<file path="src/rtl/cpu_pkg.sv">
// Shared CPU definitions: fetch FSM states, bubble encoding and reset vector.
// Imported by the fetch, decode and hazard logic so they agree on these values.
package cpu_pkg;

  typedef enum logic [1:0] {
    ST_BOOT = 2'd0,
    ST_RUN  = 2'd1,
    ST_HALT = 2'd2
  } fetch_state_e;

  localparam logic [31:0] NOP_WORD     = 32'h0000_0000;
  localparam logic [31:0] RESET_VECTOR = 32'h0000_0000;

  // Instructions are word aligned; the low two target bits are dropped.
  function automatic logic [31:0] word_align(input logic [31:0] addr);
    return addr & 32'hFFFF_FFFC;
  endfunction

endpackage

</file>
<file path="src/rtl/ifid_reg.sv">
// IF/ID pipeline register with hold (stall) and bubble (flush) controls.
// Hold has priority; a bubble clears instruction and valid but keeps the PC fields.
module ifid_reg
  import cpu_pkg::*;
#(
  parameter logic [31:0] RESET_PC = RESET_VECTOR,
  parameter logic [31:0] NOP_INS  = NOP_WORD
) (
  input  logic        clk,
  input  logic        rstn,
  input  logic        hold,
  input  logic        flush,
  input  logic [31:0] pc_d,
  input  logic [31:0] ins_d,
  output logic [31:0] pc_q,
  output logic [31:0] pc4_q,
  output logic [31:0] ins_q,
  output logic        valid_q
);

  // NOTE: state registers use non-blocking assignments so every flop samples
  // pre-edge values, and the asynchronous reset lives in the sensitivity list.
  always_ff @(posedge clk or negedge rstn) begin
    if (!rstn) begin
      pc_q    <= RESET_PC;
      pc4_q   <= RESET_PC + 32'd4;
      ins_q   <= NOP_INS;
      valid_q <= 1'b0;
    end else if (!hold) begin
      if (flush) begin
        ins_q   <= NOP_INS;
        valid_q <= 1'b0;
      end else begin
        pc_q    <= pc_d;
        pc4_q   <= pc_d + 32'd4;
        ins_q   <= ins_d;
        valid_q <= 1'b1;
      end
    end
  end

endmodule

</file>
<file path="src/rtl/if_stage.sv">
// Instruction fetch stage: BOOT/RUN/HALT control, next-PC selection and the
// IF/ID register. Priority in RUN is stall > halt > redirect > sequential.
module if_stage
  import cpu_pkg::*;
#(
  parameter logic [31:0] RESET_PC  = RESET_VECTOR,
  parameter int          IM_AWIDTH = 10,
  parameter logic [31:0] NOP_INS   = NOP_WORD
) (
  input  logic                 clk,
  input  logic                 rstn,
  input  logic                 stall_i,
  input  logic                 redirect_i,
  input  logic [31:0]          target_i,
  input  logic                 halt_i,
  output logic [IM_AWIDTH-1:0] im_addr_o,
  input  logic [31:0]          im_data_i,
  output logic [31:0]          pc_o,
  output logic [31:0]          ifid_pc_o,
  output logic [31:0]          ifid_pc4_o,
  output logic [31:0]          ifid_ins_o,
  output logic                 ifid_valid_o,
  output logic                 halted_o
);

  fetch_state_e state, state_nxt;
  logic [31:0]  pc, pc_nxt;
  logic         ifid_hold, ifid_flush;

  // NOTE: every signal written here gets a default first, so no path through
  // the case can leave one unassigned and infer a latch.
  always_comb begin
    state_nxt  = state;
    pc_nxt     = pc;
    ifid_hold  = 1'b0;
    ifid_flush = 1'b1;
    case (state)
      ST_BOOT: state_nxt = ST_RUN;
      ST_RUN: begin
        if (stall_i) begin
          ifid_hold = 1'b1;
        end else if (halt_i) begin
          state_nxt = ST_HALT;
        end else if (redirect_i) begin
          pc_nxt = word_align(target_i);
        end else begin
          pc_nxt     = pc + 32'd4;
          ifid_flush = 1'b0;
        end
      end
      default: state_nxt = state;
    endcase
  end

  always_ff @(posedge clk or negedge rstn) begin
    if (!rstn) begin
      state    <= ST_BOOT;
      pc       <= RESET_PC;
      halted_o <= 1'b0;
    end else begin
      state    <= state_nxt;
      pc       <= pc_nxt;
      halted_o <= (state_nxt == ST_HALT);
    end
  end

  assign pc_o      = pc;
  assign im_addr_o = pc[IM_AWIDTH+1:2];

  ifid_reg #(
    .RESET_PC (RESET_PC),
    .NOP_INS  (NOP_INS)
  ) u_ifid_reg (
    .clk     (clk),
    .rstn    (rstn),
    .hold    (ifid_hold),
    .flush   (ifid_flush),
    .pc_d    (pc),
    .ins_d   (im_data_i),
    .pc_q    (ifid_pc_o),
    .pc4_q   (ifid_pc4_o),
    .ins_q   (ifid_ins_o),
    .valid_q (ifid_valid_o)
  );

endmodule

</file>
<file path="config.mk">
export PLATFORM = sky130hd
export DESIGN_NAME = if_stage
export DESIGN_NICKNAME = d
export VERILOG_FILES = /design/src/rtl/cpu_pkg.sv /design/src/rtl/ifid_reg.sv /design/src/rtl/if_stage.sv
export SDC_FILE = /design/constraint.sdc
export NUM_CORES = 1
export LEC_CHECK = 0
export BUFFER_PORTS_ARGS = -buffer_cell sky130_fd_sc_hd__buf_2
export CORE_ASPECT_RATIO = 0.7
export CORE_MARGIN = 2
export CORE_UTILIZATION = 26
export DETAILED_ROUTE_END_ITERATION = 10
export SLEW_MARGIN = 10
export SYNTH_ARGS = -nofsm -noshare
export SYNTH_HDL_FRONTEND = slang
export SYNTH_SLANG_ARGS = --single-unit
</file>
<file path="constraint.sdc">
create_clock -name clk -period 2.7 [get_ports clk]
set_input_delay 0.54 -clock clk [delete_from_list [all_inputs] [get_ports clk]]
set_output_delay 0.54 -clock clk [all_outputs]
set_load 0.02 [all_outputs]
</file>
Word-level counts from Yosys, hierarchy flattened
Index checks and enable logic that the tools add are counted.
Word-level totals
  flip-flop bits (word level): 132
  input port bits: 69
  output and inout port bits: 140
  logic and storage cells: 29
Operators by class
  add/sub/neg operators: 1
  equal/unequal tests: 2
  muxes and demuxes: 12
  bitwise logic cells: 4
  reductions and logical operators: 3
Operators by type and width (number)
  32-bit 2-to-1 mux: 2
  32-bit by 3-bit adder with 32-bit output, second input constant: 1
  1-bit 2-to-1 mux: 7
  2-bit 2-to-1 mux: 2
  1-bit NOT: 4
  2-bit one-hot mux with 2 select lines: 1
  3-bit AND reduction: 1
  2-bit by 1-bit equality test with 1-bit output, second input constant: 1
  2-bit equality test, second input constant: 1
  2-bit logical NOT: 1
  2-bit AND reduction: 1

Longest topological paths before layout
  depth in word-level cells: 6
  mapped depth: 7

Cells and area by module
A second synthesis with hierarchy kept.
Second synthesis, totals
  cell total of the unflattened synthesis: 729
  area, all modules: 6419.9 µm²
By module, submodules not included
  ifid_reg: times used 1, cells each 474, area each 4286.6 µm², sequential area each 2378.5 µm²
  if_stage: times used 1, cells each 255, area each 2133.3 µm², sequential area each 825.8 µm²

Worst setup path after synthesis
OpenSTA, ideal clock, no wires.
  path type: reg-to-reg
  from: register pc[2], in the netlist pc_o[2]
  to: register u_ifid_reg.pc4_q[20]
  setup time: 87 ps
  arrival: 2074 ps
  slack: 540 ps
  cell stages (with the launch flop): 7
  path buffers: 1
  period minus slack after synthesis: 2160 ps
  path through: dfrtp_1 ha_1 and3_1 clkbuf_1 nand3_1 or4_1 o211ai_1
On the way
  cells in the longest elaborated chain, start to end: 1
Ends and longest elaborated chain
  from (decl): line if_stage.sv:27  | logic [31:0] pc, pc_nxt;
  from (signal assigned): line if_stage.sv:62  | pc <= pc_nxt;
  32-bit by 3-bit adder with 32-bit output: line ifid_reg.sv:35  | pc4_q <= pc_d + 32'd4;
  to (signal assigned): line ifid_reg.sv:26  | pc4_q <= RESET_PC + 32'd4;
  to (signal assigned): line ifid_reg.sv:35
  to (decl): line ifid_reg.sv:16  | output logic [31:0] pc4_q,
Every way passes these cells.
A chain may end at the register's enable or synchronous reset.

Final worst setup path
  from: register pc[12], in the netlist pc_o[12]
  to: register u_ifid_reg.pc4_q[28]
The elaborated chain is that of the path after synthesis.

==> flow_summary.html <==
<table>
<tr><th>Metric</th><th>Value</th></tr>
<tr><th colspan="2">Place</th></tr>
<tr><td>Global placer's final weighted congestion</td><td>0.7684</td></tr>
<tr><td>Port-buffer cells</td><td>200</td></tr>
<tr><td>DP Wirelength</td><td>13290 um</td></tr>
<tr><td>Count of placed standard cells including taps</td><td>1058</td></tr>
<tr><td>Worst slack at placement</td><td>0.3161 ns</td></tr>
<tr><th colspan="2">Finish</th></tr>
<tr><td>Filler Cells Inserted</td><td>2287</td></tr>
<tr><td>Relative area change from synthesis to final layout</td><td>34.29%</td></tr>
<tr><td>Post-layout nets</td><td>865</td></tr>
<tr><td>Layout Cells excl Fill</td><td>1090</td></tr>
<tr><td>Post-layout util</td><td>35.78%</td></tr>
<tr><td>Number of antenna cells inserted</td><td>0</td></tr>
<tr><td>Share of layout cells above drive strength 1</td><td>33.17%</td></tr>
<tr><th colspan="2">Global route</th></tr>
<tr><td>Grt ovf</td><td>0</td></tr>
<tr><td>First-pass GRT wire length</td><td>29430 um</td></tr>
<tr><td>Antenna violations before repair</td><td>0</td></tr>
<tr><td>Total routing resource utilization after global routing</td><td>16.41%</td></tr>
<tr><td>Maximum number of pins on one net before global-route repair</td><td>65</td></tr>
<tr><td>Vias in the first global route</td><td>4905</td></tr>
<tr><th colspan="2">Route</th></tr>
<tr><td>Number of nets with antenna violations after detailed routing</td><td>0</td></tr>
<tr><td>Drc violations</td><td>0</td></tr>
<tr><td>Number of design-rule violations left by the first detailed-router iteration</td><td>371</td></tr>
<tr><td>Number of iterations in the first detailed-routing pass</td><td>6</td></tr>
<tr><td>Total number of vias</td><td>5320</td></tr>
<tr><td>Average detailed-routed wire length per instance</td><td>17.56 um</td></tr>
<tr><td>Vias/cell</td><td>4.881</td></tr>
<tr><td>Total Routed Length</td><td>19140 um</td></tr>
<tr><th colspan="2">Timing</th></tr>
<tr><td>Achievable Freq</td><td>415.0 MHz</td></tr>
<tr><td>RSZ-0062 raised after global routing</td><td>no</td></tr>
<tr><td>Fin crit share</td><td>89.24%</td></tr>
<tr><td>Slew at the pin with the worst max-slew slack</td><td>0.6416 ns</td></tr>
<tr><td>Count of endpoints failing setup in the final report</td><td>0</td></tr>
<tr><td>Aggregate negative setup slack</td><td>0 ns</td></tr>
<tr><td>Least setup slack across all paths after layout</td><td>0.2906 ns</td></tr>
<tr><td>Endpoints failing hold</td><td>0</td></tr>
<tr><td>Relative slew margins</td><td>56.90%</td></tr>
<tr><td>Worst clock skew</td><td>0.008519 ns</td></tr>
<tr><td>Fin crit period</td><td>2.409 ns</td></tr>
<tr><td>Number of slew-limit violations in the final report</td><td>0</td></tr>
<tr><th colspan="2">Logic synthesis</th></tr>
<tr><td>Synthesis-stage register bit count</td><td>126</td></tr>
<tr><td>Largest area contributor in the netlist</td><td>dfrtp_1</td></tr>
<tr><td>Count of yosys warnings during synthesis</td><td>0</td></tr>
<tr><td>Share of async-settable or async-resettable flops after synthesis</td><td>100.0%</td></tr>
<tr><td>Number of standard cells after synthesis</td><td>608</td></tr>
<tr><td>Register area share after synthesis</td><td>54.19%</td></tr>
<tr><td>Area share of the largest cell type after synthesis</td><td>53.74%</td></tr>
<tr><td>Number of synthesized flops with an enable pin</td><td>0</td></tr>
<tr><td>Avg Synthesized Cell Area</td><td>9.573 sq um</td></tr>
<tr><td>Number of unique standard cell types used by synthesis</td><td>47</td></tr>
<tr><td>Synth Flop Type</td><td>dfrtp_1</td></tr>
<tr><td>Cell types occupying the most area after synthesis</td><td>dfrtp_1 (54%), nand2_1 (9.4%), a22o_1 (5.0%)</td></tr>
<tr><td>Cell area after synthesis</td><td>0.005821 sq mm</td></tr>
<tr><th colspan="2">Critical path</th></tr>
<tr><td>Register-to-register setup slack</td><td>0.29 ns</td></tr>
<tr><td>Buf+Inv Stages, Crit Path</td><td>0</td></tr>
<tr><td>Endpoint of the lowest-slack register-to-register path</td><td>u_ifid_reg.pc4_q[28]$_DFFE_PN0P_</td></tr>
<tr><td>Ordered cell list for the critical path</td><td>nand4_2 -&gt; or4_1 -&gt; or4_1 -&gt; o211ai_1</td></tr>
<tr><td>Peak fanout along the critical path</td><td>18</td></tr>
<tr><td>Family with the most delay on the worst path</td><td>simple AND/OR/NAND/NOR gates</td></tr>
<tr><td>Setup CP Type</td><td>flip-flop to flip-flop</td></tr>
<tr><td>Worst r2r path cells</td><td>4</td></tr>
<tr><td>Nature of the critical path startpoint</td><td>flip-flop</td></tr>
<tr><td>Startpoint of the most critical register-to-register path</td><td>pc_o[12]$_DFFE_PN0P_</td></tr>
<tr><td>Data required, critical path</td><td>3.03 ns</td></tr>
<tr><td>Maximum single-stage delay on the critical path</td><td>0.84 ns</td></tr>
<tr><td>Critical path's slowest cell</td><td>or4_1</td></tr>
<tr><td>CP Capture Type</td><td>flip-flop</td></tr>
<tr><td>Arrival time of data at the critical path endpoint</td><td>2.74 ns</td></tr>
<tr><td>CP most frequent cell</td><td>or4_1</td></tr>
<tr><th colspan="2">Power</th></tr>
<tr><td>Final Power</td><td>0.004711 W</td></tr>
<tr><td>Maximum VDD drop</td><td>405.8 uV</td></tr>
<tr><td>Power density cells</td><td>602.7 mW/mm^2</td></tr>
<tr><td>Leakage power</td><td>4.064 nW</td></tr>
<tr><th colspan="2">Clocking</th></tr>
<tr><td>Maximum root-to-sink buffer count</td><td>2</td></tr>
<tr><td>Hold-fix buffer count after cts</td><td>0</td></tr>
<tr><td>Clock slew seen by the registers of the worst setup and hold paths</td><td>0.06 ns</td></tr>
<tr><td>Number of buffers inserted during clock tree synthesis</td><td>17</td></tr>
<tr><td>Clock insertion delay at the later pin of the skew report</td><td>0.42 ns</td></tr>
<tr><td>Clock Root Buffer</td><td>clkbuf_16</td></tr>
<tr><td>Number of H-tree branching levels</td><td>4</td></tr>
<tr><td>Post-cts sizing count</td><td>0</td></tr>
<tr><td># Post-CTS Setup Buffers</td><td>0</td></tr>
<tr><td>Clock Sink Count</td><td>126</td></tr>
<tr><td>CTS tree</td><td>built</td></tr>
<tr><th colspan="2">Floorplanning</th></tr>
<tr><td>Number of primary I/O pins</td><td>209</td></tr>
<tr><td>Width of the die</td><td>182.8 um</td></tr>
<tr><td>Starting Density</td><td>26.64%</td></tr>
<tr><td>Core ar.</td><td>0.02185 sq mm</td></tr>
<tr><td>Height of the die</td><td>129.2 um</td></tr>
<tr><td>Row cnt</td><td>45</td></tr>
<tr><td>Area enclosed by the die boundary</td><td>0.02362 sq mm</td></tr>
<tr><th colspan="2">Min path</th></tr>
<tr><td>Class of the worst hold path</td><td>input pin to async pin</td></tr>
<tr><th colspan="2">Run status</th></tr>
<tr><td>Run status</td><td>finished clean</td></tr>
<tr><th colspan="2">Flow run</th></tr>
<tr><td>Maximum capacitance violations</td><td>0</td></tr>
</table>
area by class of cell:
class	count	area [sq um]	share of cell area (%)
Sequential cell	126	3154	40.36
Multi-Input combinational cell	411	2327	29.77
Clock buffer	18	439.2	5.619
Tap cell	282	352.8	4.514
Timing Repair Buffer	230	1270	16.25
Inverter	9	33.78	0.4322
Clock inverter	14	239.0	3.057
sequential cells by signal (all words and copies together), names as in the netlist:
register and cells:
u_ifid_reg.pc4_q 30, pc_o 30, u_ifid_reg.ins_q 32, u_ifid_reg.pc_q 30, state 2, u_ifid_reg.valid_q 1
halted_o 1
cells by family after synthesis:
group,Yosys count,synth area share [%]
flip-flops,126,54.19
adder cells (fa/ha/maj),1,0.2149
buffers and inverters,76,6.363
AND/OR/NAND/NOR,266,21.73
multiplexers,1,0.1720
AO/OA/AOI/OAI,125,15.46
other,1,0.06443
XOR/XNOR,12,1.806
routing by layer:
metal / track usage, % / wire [um] / share of wire, % / vias to the layer above
met2: 22.99 / 8083 / 42 / 164
met4: 5.788 / 376 / 2.0 / 0
met5: 0 / 0 / 0 / -
met1: 23.93 / 9403 / 49 / 2591
li1: - / - / - / 2537
met3: 4.834 / 1275 / 6.7 / 28
cells in the mapped netlist (2+ instances only):
master and instances:
a22oi_1 5, nor4_1 4, inv_1 8, or3_1 2
and2_1 2, nand3_1 41, o21ai_0 33, and4_1 5
a31oi_1 4, o311ai_0 6, o211ai_1 22, buf_2 11
xnor2_1 8, dfrtp_1 125, nand2_1 146, o2111ai_1 2
o311ai_1 2, xor2_1 4, a21oi_1 6, a211o_1 3
nand4_1 21, clkbuf_1 37, o2bb2ai_1 4, or4_1 11
nor2b_1 2, and3_1 4, nor3_1 6, buf_4 19
nor2_1 15, a22o_1 33
where the power goes:
| group | internal [W] | switching, W |
|---|---|---|
| Sequential | 0.00189 | 0 |
| Clock | 0.00176 | 0.000922 |
| Combinational | 0.0000519 | 0.0000901 |
worst max path at each step:
stage | from | end | depth (start not counted)
floorplan | pc_o[2]$_DFFE_PN0P_ | u_ifid_reg.pc4_q[20]$_DFFE_PN0P_ | 6
global placement | halt_i | u_ifid_reg.pc4_q[29]$_DFFE_PN0P_ | 5
detailed placement | halt_i | u_ifid_reg.pc4_q[29]$_DFFE_PN0P_ | 5
CTS | pc_o[12]$_DFFE_PN0P_ | u_ifid_reg.pc4_q[27]$_DFFE_PN0P_ | 4
global route | pc_o[12]$_DFFE_PN0P_ | u_ifid_reg.pc4_q[28]$_DFFE_PN0P_ | 4
finish | pc_o[12]$_DFFE_PN0P_ | u_ifid_reg.pc4_q[28]$_DFFE_PN0P_ | 4
metrics by stage:
| step | hold slack, ns | instance area (sq um) |
|---|---|---|
| detailed placement | 0.4575 | 7138 |
| global placement | 0.4539 | 7138 |
| global route | 0.1351 | 7816 |
| finish | 0.09025 | 7816 |
| CTS | 0.1136 | 7816 |
| floorplan | 0.2444 | 5839 |
layout by cell type (no fill, tap or decap), types with 5 or more instances in the layout:
cell,netlist,final
conb_1,1,6
buf_2,11,199
bufinv_16,0,6
clkbuf_16,0,17
and4_1,5,5
inv_1,8,8
o311ai_0,6,6
dfrtp_1,125,125
xnor2_1,8,8
a21oi_1,6,6
nor3_1,6,6
a22o_1,33,33
or4_1,11,11
o211ai_1,22,22
nand3_1,41,41
buf_4,19,27
nor2_1,15,15
a22oi_1,5,5
nand2_1,146,145
o21ai_0,33,33
nand4_1,21,21
worst register-to-register path: cells and delay by family (launching register included):
kind	cells	cell delay, ns
DFF	1	0.51
AOI/OAI and AO/OA	1	0.12
and+or+nand+nor	3	1.69
Note: power is estimated with default switching activity, not from simulation.
